### config.mk
export PLATFORM = sky130hd
export DESIGN_NAME = fp_posit_acc_pipe
export DESIGN_NICKNAME = d
export VERILOG_FILES = /design/src/rtl/fp_posit_acc_pipe.sv
export SDC_FILE = /design/constraint.sdc
export NUM_CORES = 1
export LEC_CHECK = 0
export ABC_AREA = 0
export BUFFER_PORTS_ARGS = -buffer_cell sky130_fd_sc_hd__buf_2
export CAP_MARGIN = 20
export CORE_UTILIZATION = 66
export CTS_CLUSTER_SIZE = 40
export DETAILED_ROUTE_END_ITERATION = 16
export GPL_ROUTABILITY_DRIVEN = 0
export PLACE_DENSITY_LB_ADDON = 0.3
export RECOVER_POWER = 100
export SLEW_MARGIN = 20
export SYNTH_ARGS = -nofsm -noshare
export SYNTH_HDL_FRONTEND = slang
export SYNTH_SLANG_ARGS = --single-unit
export TNS_END_PERCENT = 1
### constraint.sdc
create_clock -name clk -period 7.15 [get_ports clk]
set_clock_uncertainty 0.05 [all_clocks]
set_input_delay 0.3575 -clock clk [delete_from_list [all_inputs] [get_ports clk]]
set_output_delay 0.3575 -clock clk [all_outputs]
set_load 0.01 [all_outputs]
### src/rtl/fp_posit_acc_pipe.sv
// Pipelined aligned accumulator: aligns sign/exponent/fraction terms to a shared
// exponent, sums a programmed number of them with saturation, then hands the result off.
module fp_posit_acc_pipe #(
  parameter int ACC_W = 32,
  parameter int IN_W  = 14,
  parameter int EXP_W = 5,
  parameter int CNT_W = 8
) (
  input  logic             clk,
  input  logic             rst,
  input  logic             start,
  input  logic [EXP_W-1:0] exp_set,
  input  logic [CNT_W-1:0] num_terms,
  input  logic             in_valid,
  output logic             in_ready,
  input  logic             sign_in,
  input  logic [EXP_W-1:0] exp_in,
  input  logic [IN_W-1:0]  frac_in,
  output logic             out_valid,
  input  logic             out_ready,
  output logic [ACC_W-1:0] acc_out,
  output logic [EXP_W-1:0] exp_out,
  output logic             overflow,
  output logic             busy
);

  // Wide enough to hold the largest left shift without losing bits, and at least ACC_W+1.
  localparam int SHW = ((IN_W + (1 << EXP_W)) > ACC_W) ? (IN_W + (1 << EXP_W)) : (ACC_W + 1);

  typedef enum logic [1:0] {IDLE, ACCUM, DRAIN, DONE} state_t;

  state_t                   state, nstate;
  logic signed [ACC_W-1:0]  acc;
  logic [EXP_W-1:0]         exp_lat;
  logic [CNT_W-1:0]         num_lat;
  logic [CNT_W-1:0]         cnt;
  logic                     ovf_r;

  logic [ACC_W-1:0]         aligned_p0;
  logic                     sign_p0;
  logic                     sat_p0;
  logic                     vld_p0;
  logic                     vld_p1;

  logic                     accept;
  logic                     last_term;
  logic [ACC_W-1:0]         aligned_s1;
  logic                     sat_s1;
  logic signed [ACC_W-1:0]  acc_nxt;
  logic                     add_ovf;

  // Returns {saturated, magnitude}; magnitude always fits below the accumulator sign bit.
  function automatic logic [ACC_W:0] align_term(input logic [IN_W-1:0]  frac,
                                                input logic [EXP_W-1:0] e,
                                                input logic [EXP_W-1:0] eset);
    logic signed [EXP_W:0] diff;
    logic [EXP_W:0]        rshift;
    logic [SHW-1:0]        wide;
    logic [ACC_W-1:0]      res;
    logic                  sat;
    diff   = signed'({1'b0, e}) - signed'({1'b0, eset});
    rshift = '0;
    wide   = '0;
    res    = '0;
    sat    = 1'b0;
    if (diff >= 0) begin
      wide = {{(SHW-IN_W){1'b0}}, frac} << diff[EXP_W-1:0];
      if (|wide[SHW-1:ACC_W-1]) begin
        sat = 1'b1;
        res = {1'b0, {(ACC_W-1){1'b1}}};
      end else begin
        res = wide[ACC_W-1:0];
      end
    end else begin
      rshift = unsigned'(-diff);
      if (int'(rshift) < IN_W)
        res = ACC_W'(frac >> rshift);
    end
    return {sat, res};
  endfunction

  // Returns {clamped, result}; ACC_W+1 bits are enough since the magnitude is below 2^(ACC_W-1).
  function automatic logic [ACC_W:0] sat_add(input logic signed [ACC_W-1:0] a,
                                             input logic [ACC_W-1:0]        mag,
                                             input logic                    sub);
    logic signed [ACC_W:0] sum;
    logic [ACC_W-1:0]      res;
    logic                  clamp;
    if (sub)
      sum = {a[ACC_W-1], a} - signed'({1'b0, mag});
    else
      sum = {a[ACC_W-1], a} + signed'({1'b0, mag});
    clamp = sum[ACC_W] ^ sum[ACC_W-1];
    if (!clamp)
      res = sum[ACC_W-1:0];
    else if (sum[ACC_W])
      res = {1'b1, {(ACC_W-1){1'b0}}};
    else
      res = {1'b0, {(ACC_W-1){1'b1}}};
    return {clamp, res};
  endfunction

  assign accept    = in_valid & in_ready;
  assign last_term = accept && (cnt == num_lat - 1'b1);

  always_comb begin
    {sat_s1, aligned_s1} = align_term(frac_in, exp_in, exp_lat);
    {add_ovf, acc_nxt}   = sat_add(acc, aligned_p0, sign_p0);
  end

  always_ff @(posedge clk) begin
    if (rst)
      state <= IDLE;
    else
      state <= nstate;
  end

  always_comb begin
    nstate = state;
    case (state)
      IDLE:    if (start) nstate = (num_terms == '0) ? DONE : ACCUM;
      ACCUM:   if (last_term) nstate = DRAIN;
      DRAIN:   if (!vld_p0 && !vld_p1) nstate = DONE;
      DONE:    if (out_ready) nstate = IDLE;
      default: nstate = IDLE;
    endcase
  end

  always_comb begin
    in_ready  = (state == ACCUM) && (cnt < num_lat);
    out_valid = (state == DONE);
    busy      = (state != IDLE);
  end

  // Stage 1: alignment, registered on the accept edge
  always_ff @(posedge clk) begin
    if (accept) begin
      aligned_p0 <= aligned_s1;
      sat_p0     <= sat_s1;
      sign_p0    <= sign_in;
    end
  end

  // Stage 2: saturating accumulate, plus control and latched operands
  always_ff @(posedge clk) begin
    if (rst) begin
      acc     <= '0;
      exp_lat <= '0;
      num_lat <= '0;
      cnt     <= '0;
      ovf_r   <= 1'b0;
      vld_p0  <= 1'b0;
      vld_p1  <= 1'b0;
    end else begin
      vld_p0 <= accept;
      vld_p1 <= vld_p0;
      if (accept)
        cnt <= cnt + 1'b1;
      if (state == IDLE && start) begin
        exp_lat <= exp_set;
        num_lat <= num_terms;
        acc     <= '0;
        ovf_r   <= 1'b0;
        cnt     <= '0;
      end else if (vld_p0) begin
        acc   <= acc_nxt;
        ovf_r <= ovf_r | sat_p0 | add_ovf;
      end
    end
  end

  assign acc_out  = acc;
  assign exp_out  = exp_lat;
  assign overflow = ovf_r;

endmodule

==> results.toml <==
[run_status]
status = "complete, but fails checks"
violations = "max-capacitance violations, max-slew violations"

[sta]
post-route-period-util_pct = 87.10
setup_violations = 0
min_period_ps = 6227
rsz0062_at_grt = "false"
fin_ws_ps = 922.5
worstMarginPinSlew_ps = 2651
fin_tns_setup_ps = 0
fmax_ghz = 0.1606
max_slew_margin_pct = -77.21
final-hold-violation-count = 0
maxSlewViolCount = 123
whs_ps = 128.3

[grt]
grt_pass1_vias = 6814
grt_pass1_wl_um = 32570
antenna_found_initial = 0
grt_max_degree = 67
overflow = 0
grtUsageTotal_pct = 31.22

[yosys]
synthArstFlopShare_pct = 0
synth_nets = 1142
yosys_register_bits = 92
syn_inst = 1048
synth_warnings = 0
synth.area.top_cells = "dfxtp_1 14%, edfxtp_1 12%, a21oi_1 8.6%"
ys_types = 69
muxShareOfSynthArea_pct = 5.241
syn_area_per_cell_um2 = 7.859
synthSimpleGateAreaFrac_pct = 18.03
synth_top_family_by_area = "compound AO/OA/AOI/OAI gates"
syn_area_um2 = 8237
synth-main-ff-cell = "dfxtp_1"
synthAdderAreaFrac_pct = 12.33
synth_xor_area_share_pct = 9.357
synth_top_area_share_pct = 14.10
synth_compound_area_share_pct = 23.56
synth_top_area_cell = "dfxtp_1"
synth_enable_flop_cells = 34
synth-seq-area-share_pct = 26.49

[floorplanning]
core_area_um2 = 12110
die_height_um = 113.7
rows = 40
die_w_um = 113.7
die_area_um2 = 12930
start_util_pct = 68.01
io_pins = 79

[placement]
dp_slack_ps = 1489
dp_hpwl_um = 14670
portBuffers = 78

[clocking]
htreeDepth = 3
clk_path_buf_depth = 2
cts_tree = "yes"
cts_root_buf = "clkbuf_16"
clk_latency_ps = 350
clock_sinks = 92
post_cts_buffers = 0
numCtsBuffers = 9
hold_buffers = 0
cts_resized = 0
path_clk_slew_ps = 70

[critical_path]
start_kind = "register"
crit_path_start = "exp_out[0]"
slowest_delay_ps = 2180
cp_max_fo = 27
cp-end-kind = "register"
crit_type = "reg -> reg"
required_ps = 7200
path_cells = "ha_1, inv_1, fa_2, mux2_1, nor2_1, a21oi_1, mux2i_1, nand4_1, a2111oi_1, or2_0, inv_1, a311o_1"
crit_top_cell = "inv_1"
crit_arrival_ps = 6280
worstReg2RegStart = "exp_out[0]"
cp_slowest_cell = "a2111oi_1"

[routing]
ant_nets = 0
avgRoutedWirePerCell_um = 15.64
vias_per_cell = 6.121
vias = 7749
firstDrtPassIters = 5
drc_errors = 0
drtIter0Drc = 603
wirelength_um = 19810

[job]
drv_cap = 3

[finish]
fillers = 996
synthToLayoutAreaGrowth_pct = 8.871
drive_gt1_share_pct = 7.923
diodes = 0
nets = 1187

[power_and_ir_drop]
p_per_area_nw_per_um2 = 345.4
vdd.ir_drop.worst_v = 0.0003211
leakagePower_nw = 3.439

[worst_hold_path]
min_path_type = "in -> reg"
min_from = "sign_in"
==> worst paths after layout <==
kind,endpoint,slack (ps),cells after the start
max,aligned_p0[3],920,12
max reg2reg,aligned_p0[3],920,12
min,sign_p0,130,1
min reg2reg,exp_out[0],430,2
==> synth_stat cells, types with 6 or more instances <==
master and n:
mux2i_1 24, mux2_2 9, a31oi_1 9, a211oi_1 14
edfxtp_1 34, or3_1 6, and3_1 8, nand2b_1 12
nor3_1 31, nand3_1 13, clkbuf_1 43, xnor2_1 62
a21oi_1 142, ha_1 54, nor2b_1 11, o21ai_0 76
o211ai_1 11, buf_1 6, inv_1 47, nand2_1 94
maj3_1 30, a21o_1 14, nor4_1 11, xor2_1 21
dfxtp_1 58, nand4_1 8, nor2_1 108, o21a_1 9
==> final cells by class <==
type / count / area [µm²] / share of cell area [%]
flip-flops and latches: 92 / 2182 / 24.33
clock buffers: 9 / 225.2 / 2.512
well taps: 168 / 210.2 / 2.344
repair buffers: 90 / 425.4 / 4.744
multi-input cells: 853 / 5640 / 62.90
clock inverters: 7 / 107.6 / 1.200
inverters: 47 / 176.4 / 1.967
==> power breakdown <==
part	switching, mW	internal, mW	total, mW
registers	0.0891	0.669	0.758
logic	1.11	0.704	1.81
clock network	0.217	0.313	0.530
total	1.41	1.69	3.10
==> cell families after synthesis <==
group	after synthesis
other	1
muxes	37
DFF	92
and+or+nand+nor	320
xor gates and xnor gates	85
AOI/OAI and AO/OA	324
buffers and inverters	103
adders and majority gates	86
==> critical path: cells and delay by family, from the launching register on <==
kind | cells | cell delay (ps)
muxes | 2 | 940
adders and majority gates | 2 | 1080
AOI/OAI and AO/OA | 3 | 2590
and+or+nand+nor | 3 | 720
DFF | 1 | 350
buffers and inverters | 2 | 230
==> metal layers <==
| metal | up-vias | wire length, µm | global-route usage, % |
|---|---|---|---|
| li1 | 3876 | - | - |
| met1 | 3529 | 9253 | 43.51 |
| met2 | 302 | 8942 | 50.37 |
| met3 | 42 | 1212 | 3.826 |
| met4 | 0 | 396 | 10.09 |
| met5 | - | 0 | 0 |
==> sequential cells by signal, indices dropped and copies added (netlist names), 2 cells and up <==
signal / flops
exp_out: 5
aligned_p0: 32
acc_out: 32
num_lat: 8
state: 2
cnt: 8
==> layout by cell type, fill, tap and decap left out, types with 34 or more instances in the layout <==
| master | instances |
|---|---|
| o21ai_0 | 77 |
| nor2_1 | 108 |
| edfxtp_1 | 34 |
| nand2_1 | 94 |
| ha_1 | 54 |
| inv_1 | 47 |
| clkbuf_1 | 42 |
| xnor2_1 | 60 |
| a21oi_1 | 142 |
| dfxtp_1 | 58 |
| buf_2 | 37 |
==> through the flow <==
step | area [µm²] | instances | power (mW) | util, %
2_1_floorplan | 8237 | 1048 | 2.159 | -
3_3_place_gp | 8706 | 1250 | 2.497 | 71.88
3_5_place_dp | 8706 | 1250 | 2.533 | 71.88
4_1_cts | 9039 | 1266 | 3.074 | 74.63
5_1_grt | 8967 | 1266 | 3.311 | 74.04
6_report | 8967 | 1266 | 3.097 | 74.04
Note: power is estimated with default switching activity, not from simulation.
